`src/rtl/cpu_seq_if.sv`:
```
// rtl/cpu_seq_if.sv - instruction fetch port between cpu_seq and instruction memory
interface cpu_seq_if #(
  parameter int PC_W = 8
);
  logic [PC_W-1:0] mem_addr;
  logic            mem_req;
  logic            mem_ack;
  logic [7:0]      mem_rdata;

  modport master (
    output mem_addr,
    output mem_req,
    input  mem_ack,
    input  mem_rdata
  );

  modport slave (
    input  mem_addr,
    input  mem_req,
    output mem_ack,
    output mem_rdata
  );
endinterface

```
`src/rtl/cpu_seq.sv`:
```
// rtl/cpu_seq.sv - multi-cycle fetch/decode/execute sequencer owning PC, IR, TGT and flags
module cpu_seq #(
  parameter int PC_W     = 8,
  parameter int RESET_PC = 0
) (
  input  logic            clk,
  input  logic            rst,
  cpu_seq_if.master       mem,
  output logic [3:0]      ins,
  output logic [3:0]      operand,
  output logic            carry,
  output logic            zero,
  input  logic            dec_aload,
  input  logic            dec_bload,
  input  logic            dec_dsel,
  input  logic            dec_rfload,
  input  logic            dec_opsel,
  input  logic            dec_jump,
  input  logic            dec_hlt,
  input  logic            alu_carry,
  input  logic            alu_zero,
  output logic            a_we,
  output logic            b_we,
  output logic            rf_we,
  output logic            d_sel,
  output logic            op_sel,
  output logic [PC_W-1:0] pc,
  input  logic            run,
  output logic            halted
);

  localparam logic [PC_W-1:0] PC_INIT = PC_W'(RESET_PC);

  typedef enum logic [2:0] {
    S_BOOT,
    S_FETCH,
    S_DECODE,
    S_FETCH2,
    S_EXEC,
    S_HALT
  } state_t;

  state_t          state_q, state_d;
  logic [PC_W-1:0] pc_q, pc_d;
  logic [7:0]      ir_q, ir_d;
  logic [7:0]      tgt_q, tgt_d;
  logic            carry_q, carry_d;
  logic            zero_q, zero_d;
  logic            any_we;
  logic            two_byte;

  // Length depends on the opcode alone so fetch timing never waits on the decoder.
  assign two_byte = (ir_q[7:4] >= 4'd6) && (ir_q[7:4] <= 4'd12);
  assign any_we   = dec_aload | dec_bload | dec_rfload;

  always_ff @(posedge clk) begin
    if (rst) begin
      state_q <= S_BOOT;
      pc_q    <= PC_INIT;
      ir_q    <= 8'h00;
      tgt_q   <= 8'h00;
      carry_q <= 1'b0;
      zero_q  <= 1'b0;
    end else begin
      state_q <= state_d;
      pc_q    <= pc_d;
      ir_q    <= ir_d;
      tgt_q   <= tgt_d;
      carry_q <= carry_d;
      zero_q  <= zero_d;
    end
  end

  always_comb begin
    state_d     = state_q;
    pc_d        = pc_q;
    ir_d        = ir_q;
    tgt_d       = tgt_q;
    carry_d     = carry_q;
    zero_d      = zero_q;
    mem.mem_req = 1'b0;
    a_we        = 1'b0;
    b_we        = 1'b0;
    rf_we       = 1'b0;
    d_sel       = 1'b0;
    op_sel      = 1'b0;
    halted      = 1'b0;

    case (state_q)
      S_BOOT: state_d = S_FETCH;

      S_FETCH: begin
        mem.mem_req = 1'b1;
        if (mem.mem_ack) begin
          ir_d    = mem.mem_rdata;
          pc_d    = pc_q + PC_W'(1);
          state_d = S_DECODE;
        end
      end

      S_DECODE: state_d = two_byte ? S_FETCH2 : S_EXEC;

      S_FETCH2: begin
        mem.mem_req = 1'b1;
        if (mem.mem_ack) begin
          tgt_d   = mem.mem_rdata;
          pc_d    = pc_q + PC_W'(1);
          state_d = S_EXEC;
        end
      end

      S_EXEC: begin
        a_we   = dec_aload;
        b_we   = dec_bload;
        rf_we  = dec_rfload;
        // Selects are only meaningful alongside a strobe; keep them quiet otherwise.
        d_sel  = dec_dsel & any_we;
        op_sel = dec_opsel & any_we;
        if (dec_jump) pc_d = PC_W'(tgt_q);
        if (dec_rfload) begin
          carry_d = alu_carry;
          zero_d  = alu_zero;
        end
        state_d = dec_hlt ? S_HALT : S_FETCH;
      end

      S_HALT: begin
        halted = 1'b1;
        if (run) state_d = S_FETCH;
      end

      default: state_d = S_BOOT;
    endcase
  end

  assign mem.mem_addr = pc_q;
  assign pc           = pc_q;
  assign ins          = ir_q[7:4];
  assign operand      = ir_q[3:0];
  assign carry        = carry_q;
  assign zero         = zero_q;

endmodule
```
`src/flat_wrapper.sv`:
```
// flat-port wrapper written by rule: the top's interface ports become plain ports
module cpu_seq_flat 
#(
  parameter int PC_W     = 8,
  parameter int RESET_PC = 0
)
  (clk, rst, ins, operand, carry, zero, dec_aload, dec_bload, dec_dsel, dec_rfload, dec_opsel, dec_jump, dec_hlt, alu_carry, alu_zero, a_we, b_we, rf_we, d_sel, op_sel, pc, run, halted, mem_mem_addr, mem_mem_req, mem_mem_ack, mem_mem_rdata);
  cpu_seq_if #(.PC_W(PC_W)) mem_i ();
  input  logic clk;
  input  logic rst;
  output logic [3:0] ins;
  output logic [3:0] operand;
  output logic carry;
  output logic zero;
  input  logic dec_aload;
  input  logic dec_bload;
  input  logic dec_dsel;
  input  logic dec_rfload;
  input  logic dec_opsel;
  input  logic dec_jump;
  input  logic dec_hlt;
  input  logic alu_carry;
  input  logic alu_zero;
  output logic a_we;
  output logic b_we;
  output logic rf_we;
  output logic d_sel;
  output logic op_sel;
  output logic [PC_W-1:0] pc;
  input  logic run;
  output logic halted;
  output wire logic [$bits(mem_i.mem_addr)-1:0] mem_mem_addr;
  output wire logic [$bits(mem_i.mem_req)-1:0] mem_mem_req;
  input wire logic [$bits(mem_i.mem_ack)-1:0] mem_mem_ack;
  input wire logic [$bits(mem_i.mem_rdata)-1:0] mem_mem_rdata;
  assign mem_mem_addr = mem_i.mem_addr;
  assign mem_mem_req = mem_i.mem_req;
  assign mem_i.mem_ack = mem_mem_ack;
  assign mem_i.mem_rdata = mem_mem_rdata;
  cpu_seq #(.PC_W(PC_W), .RESET_PC(RESET_PC)) u_core (.clk(clk), .rst(rst), .mem(mem_i), .ins(ins), .operand(operand), .carry(carry), .zero(zero), .dec_aload(dec_aload), .dec_bload(dec_bload), .dec_dsel(dec_dsel), .dec_rfload(dec_rfload), .dec_opsel(dec_opsel), .dec_jump(dec_jump), .dec_hlt(dec_hlt), .alu_carry(alu_carry), .alu_zero(alu_zero), .a_we(a_we), .b_we(b_we), .rf_we(rf_we), .d_sel(d_sel), .op_sel(op_sel), .pc(pc), .run(run), .halted(halted));
endmodule
```
`config.mk`:
```
export PLATFORM = sky130hd
export DESIGN_NAME = cpu_seq_flat
export DESIGN_NICKNAME = d
export VERILOG_FILES = /design/src/rtl/cpu_seq_if.sv /design/src/rtl/cpu_seq.sv /design/src/flat_wrapper.sv
export SDC_FILE = /design/constraint.sdc
export NUM_CORES = 1
export LEC_CHECK = 0
export CAP_MARGIN = 10
export CORE_MARGIN = 3
export CORE_UTILIZATION = 44
export CTS_CLUSTER_DIAMETER = 60
export DETAILED_ROUTE_END_ITERATION = 7
export GPL_TIMING_DRIVEN = 0
export PLACE_DENSITY = 0.79
export SETUP_SLACK_MARGIN = 0.5
export SKIP_LAST_GASP = 1
export SLEW_MARGIN = 20
export SYNTH_ARGS = -nofsm -noshare
export SYNTH_HDL_FRONTEND = slang
export SYNTH_SLANG_ARGS = --single-unit
```
`constraint.sdc`:
```
create_clock -name clk -period 1.8 [get_ports clk]
set_input_delay 0.27 -clock clk [delete_from_list [all_inputs] [get_ports clk]]
set_output_delay 0.27 -clock clk [all_outputs]
set_load 0.02 [all_outputs]
```
==> flow_summary_export.csv <==
group,metric,value,unit
pwr,power_frac_clock,36.6,%
timing,final.setup.tns,0,ns
pwr,cell_internal_pwr,1.14,mW
synthesis,synth_seq_cells,29,
detailed_routing,detail_route.iter0.violations,105,
detailed_routing,route.detailed.drc,0,
detailed_routing,routed_wirelength,4390,µm
critical_path,r2r.worst_path.cells,8,
synthesis,syn-cell-area,0.00150,mm²
synthesis,synth-simple-area-share,26.2,%
synthesis,yosys.area_share.xor_xnor,0,%
place,dp_hpwl,2560,µm
synthesis,netlist-cell-type-count,47,
critical_path,required_time_at_the_endpoint_of_the_critical_path,1.53,ns
detailed_routing,detailroute.via_count,1582,
critical_path,setup.worst_path.class,"reg2out",
synthesis,synth.mux.area_fraction,1.33,%
clock_tree,ctsRootBufferMaster,"clkbuf_4",
detailed_routing,drt_pre_antenna_iters,4,
global_route,grt_pass1_wl,6600,µm
synthesis,netlist_instances,181,
clock_tree,cts_inserted_buffers,5,
synthesis,async_flop_share,0,%
synthesis,synth-main-ff-cell,"dfxtp_1",
timing,maxSlewHeadroom,75.8,%
cells_and_area,syn2layout_area_growth,59.8,%
timing,layout_worst_path_cycle_share,97.9,%
place,dpl_cell_area,0.00212,mm²
die,row_count,20,
synthesis,synth.yosys.warnings,0,
clock_tree,ctsLongestPathBuffers,2,
timing,finalCriticalPeriod,1.76,ns
cells_and_area,drive_gt1_share,47.0,%
die,core_area,0.00315,mm²
hold_path,worst_hold_path_cells,2,
die,die_span_y,64.4,µm
clock_tree,clock_tree.htree_level_count,2,
detailed_routing,routedWlPerCell,14.8,µm
synthesis,synthesis.nets,203,
place,post-place-ws,-0.205,ns
outcome,outcome,"finished, final reports clean",
die,top_level_ports,54,
synthesis,synth_compound_area_share,21.8,%
synthesis,post_synth_fa_ha_maj_area_fraction,0.833,%
pwr,combPwrFrac,20.2,%
place,place_congestion,0.828,
die,fp.dieW,64.4,µm
clock_tree,tritoncts,"yes",
timing,slew_viol_final,0,
timing,finClkSkew,0.00911,ns
clock_tree,cts.reportedPaths.clkPinSlew,0.10,ns
global_route,gr-usage-all-layers,20.0,%
detailed_routing,avgViaCountPerCell,5.33,
pwr,power_frac_seq,43.2,%
timing,layout_setup_ws,0.0379,ns
place,place.port_buffers,53,
pwr,cellLeakagePower,0.950,nW
pwr,power_density,653,mW/mm²
critical_path,data_arrival_time_of_the_worst_path,1.49,ns
global_route,via_count_of_the_first_global_routing_pass,1414,
cells_and_area,antenna_cells_inserted,0,
timing,max_slew.worst_pin.slew,0.362,ns
synthesis,ys_seq_area_share,38.7,%
critical_path,worst_setup_sp_type,"register",
synthesis,number_of_enable_flip_flop_cells_after_synthesis,0,
job,cap_viol_max_count,0,
clock_tree,clock_insertion_delay_worst_skew,0.33,ns
cells_and_area,final_cell_area,0.00240,mm²
global_route,grt_overflow_total,0,
critical_path,path_max_fanout,7,
cells_and_area,layout.nets,274,
detailed_routing,drt.antenna.violating_nets,0,
timing,max_clock_freq,568,MHz
hold_path,min-delay-path-class,"reg2reg",
die,start_util,47.6,%
global_route,number_of_antenna_violations_at_the_first_check_in_global_routing,0,
pwr,switching_power_of_the_nets,425,µW
critical_path,setup.worst_path.end_class,"output port",
timing,final_count_of_hold_timing_violations,0,
clock_tree,clock-sinks,29,
synthesis,postSynthAreaPerCell,8.30,µm²
timing,rsz0062_at_grt,"true",
die,design.die.area,0.00415,mm²
global_route,largest_net_degree_at_the_start_of_global_routing,11,
synthesis,main_combinational_cell_family_by_area_after_synthesis,"simple AND/OR/NAND/NOR gates",
pwr,switching_part_of_the_total,27.2,%
timing,final_number_of_setup_violating_endpoints,0,
pwr,power.ir.vdd_worst,0.000486,V
clock_tree,ctsHoldBuffers,0,
-- power by group through the flow --
stage | clock network, mW | logic [mW] | registers, mW
2_1_floorplan | 0 | 0.129 | 0.711
3_3_place_gp | 0 | 0.265 | 0.696
3_5_place_dp | 0 | 0.266 | 0.697
4_1_cts | 0.577 | 0.289 | 0.674
5_1_grt | 0.605 | 0.337 | 0.679
6_report | 0.574 | 0.317 | 0.676
-- metrics by stage --
stage / hold WS [ns] / cells / total power [mW] / utilization, %
2_1_floorplan: 0.398 / 181 / 0.840 / -
3_3_place_gp: 0.438 / 278 / 0.961 / 67.3
3_5_place_dp: 0.444 / 278 / 0.963 / 67.3
4_1_cts: 0.458 / 294 / 1.54 / 74.4
5_1_grt: 0.479 / 297 / 1.62 / 76.1
6_report: 0.462 / 297 / 1.57 / 76.1
-- Yosys cell counts (2+ instances only) --
cell | count | area (µm²)
a21oi_1 | 25 | 125
and2_1 | 7 | 43.8
buf_2 | 2 | 10.0
buf_4 | 9 | 67.6
buf_6 | 4 | 45.0
clkbuf_1 | 4 | 15.0
dfxtp_1 | 29 | 581
inv_1 | 3 | 11.3
mux2i_1 | 2 | 20.0
nand2_1 | 40 | 150
nand2b_1 | 2 | 12.5
nand3_1 | 4 | 20.0
nor2_1 | 4 | 15.0
nor2b_1 | 3 | 18.8
nor3_1 | 2 | 10.0
o21ai_0 | 3 | 15.0
o21ai_1 | 7 | 35.0
o311a_1 | 2 | 20.0
-- timing repair --
item	CTS	global route
gates resized for setup	145	42
setup endpoints to repair	60	50
hold endpoints to repair	0	0
pin swaps	4	9
buffers inserted	8	3
-- registers in the layout, summed over array words and instances, names as in the netlist --
name and flops:
u_core.state_q 3, u_core.mem.mem_addr 8, u_core.zero 1, u_core.tgt_q 8, u_core.ir_q 8, u_core.carry 1
-- layout by cell type, fill, tap and decap left out, types with 2 or more instances in the layout --
cell,n
o21ai_1,9
dfxtp_4,8
dfxtp_2,5
and2_4,3
clkdlybuf4s50_1,20
nand2_1,36
inv_1,2
buf_2,10
a21oi_1,17
and2_1,4
nor3_4,2
nand2b_1,2
buf_4,18
clkdlybuf4s15_2,4
dfxtp_1,16
nand2_2,3
o311a_4,2
clkbuf_8,2
buf_6,14
clkbuf_2,14
a21oi_2,8
nor2b_1,2
clkbuf_4,5
nand3_1,3
nor2_1,4
-- layer usage --
| metal | global-route usage [%] | up-vias | wire, µm | share of wire, % |
|---|---|---|---|---|
| li1 | - | 770 | - | - |
| met1 | 25.7 | 749 | 1980 | 45 |
| met2 | 32.2 | 54 | 2070 | 47 |
| met3 | 5.03 | 9 | 273 | 6.2 |
| met4 | 7.65 | 0 | 64 | 1.5 |
| met5 | 0 | - | 0 | 0 |
-- worst max-delay path: stages, from the launching register on --
cell	delay, ns
dfxtp_2	0.33
buf_6	0.11
nor3b_4	0.19
buf_6	0.13
buf_8	0.11
o311a_4	0.18
buf_6	0.11
-- final cells by class --
type                            instances  area (µm²)
Clock inverter                          2        37.5
Buffer                                 20         191
Clock buffer                            6        51.3
Tap cell                               44        55.1
Inverter                                3        11.3
Timing Repair Buffer                   64         526
Fill cell                             246         753
Sequential cell                        29         617
Multi-Input combinational cell        129         911
-- cells by family after synthesis --
family / Yosys count
adder cells (fa/ha/maj): 1
flip-flops: 29
AO/OA/AOI/OAI: 52
buffers and inverters: 23
multiplexers: 2
AND/OR/NAND/NOR: 74
-- path summary, 6_finish.rpt --
check	start	endpoint	slack, ns
hold reg to reg	u_core.tgt_q[7]	u_core.tgt_q[7]	0.46
setup reg to reg	u_core.state_q[0]	u_core.mem.mem_addr[5]	0.24
setup / recovery	u_core.state_q[0]	op_sel	0.04
hold / removal	u_core.tgt_q[7]	u_core.tgt_q[7]	0.46
Note: power is estimated with default switching activity, not from simulation.
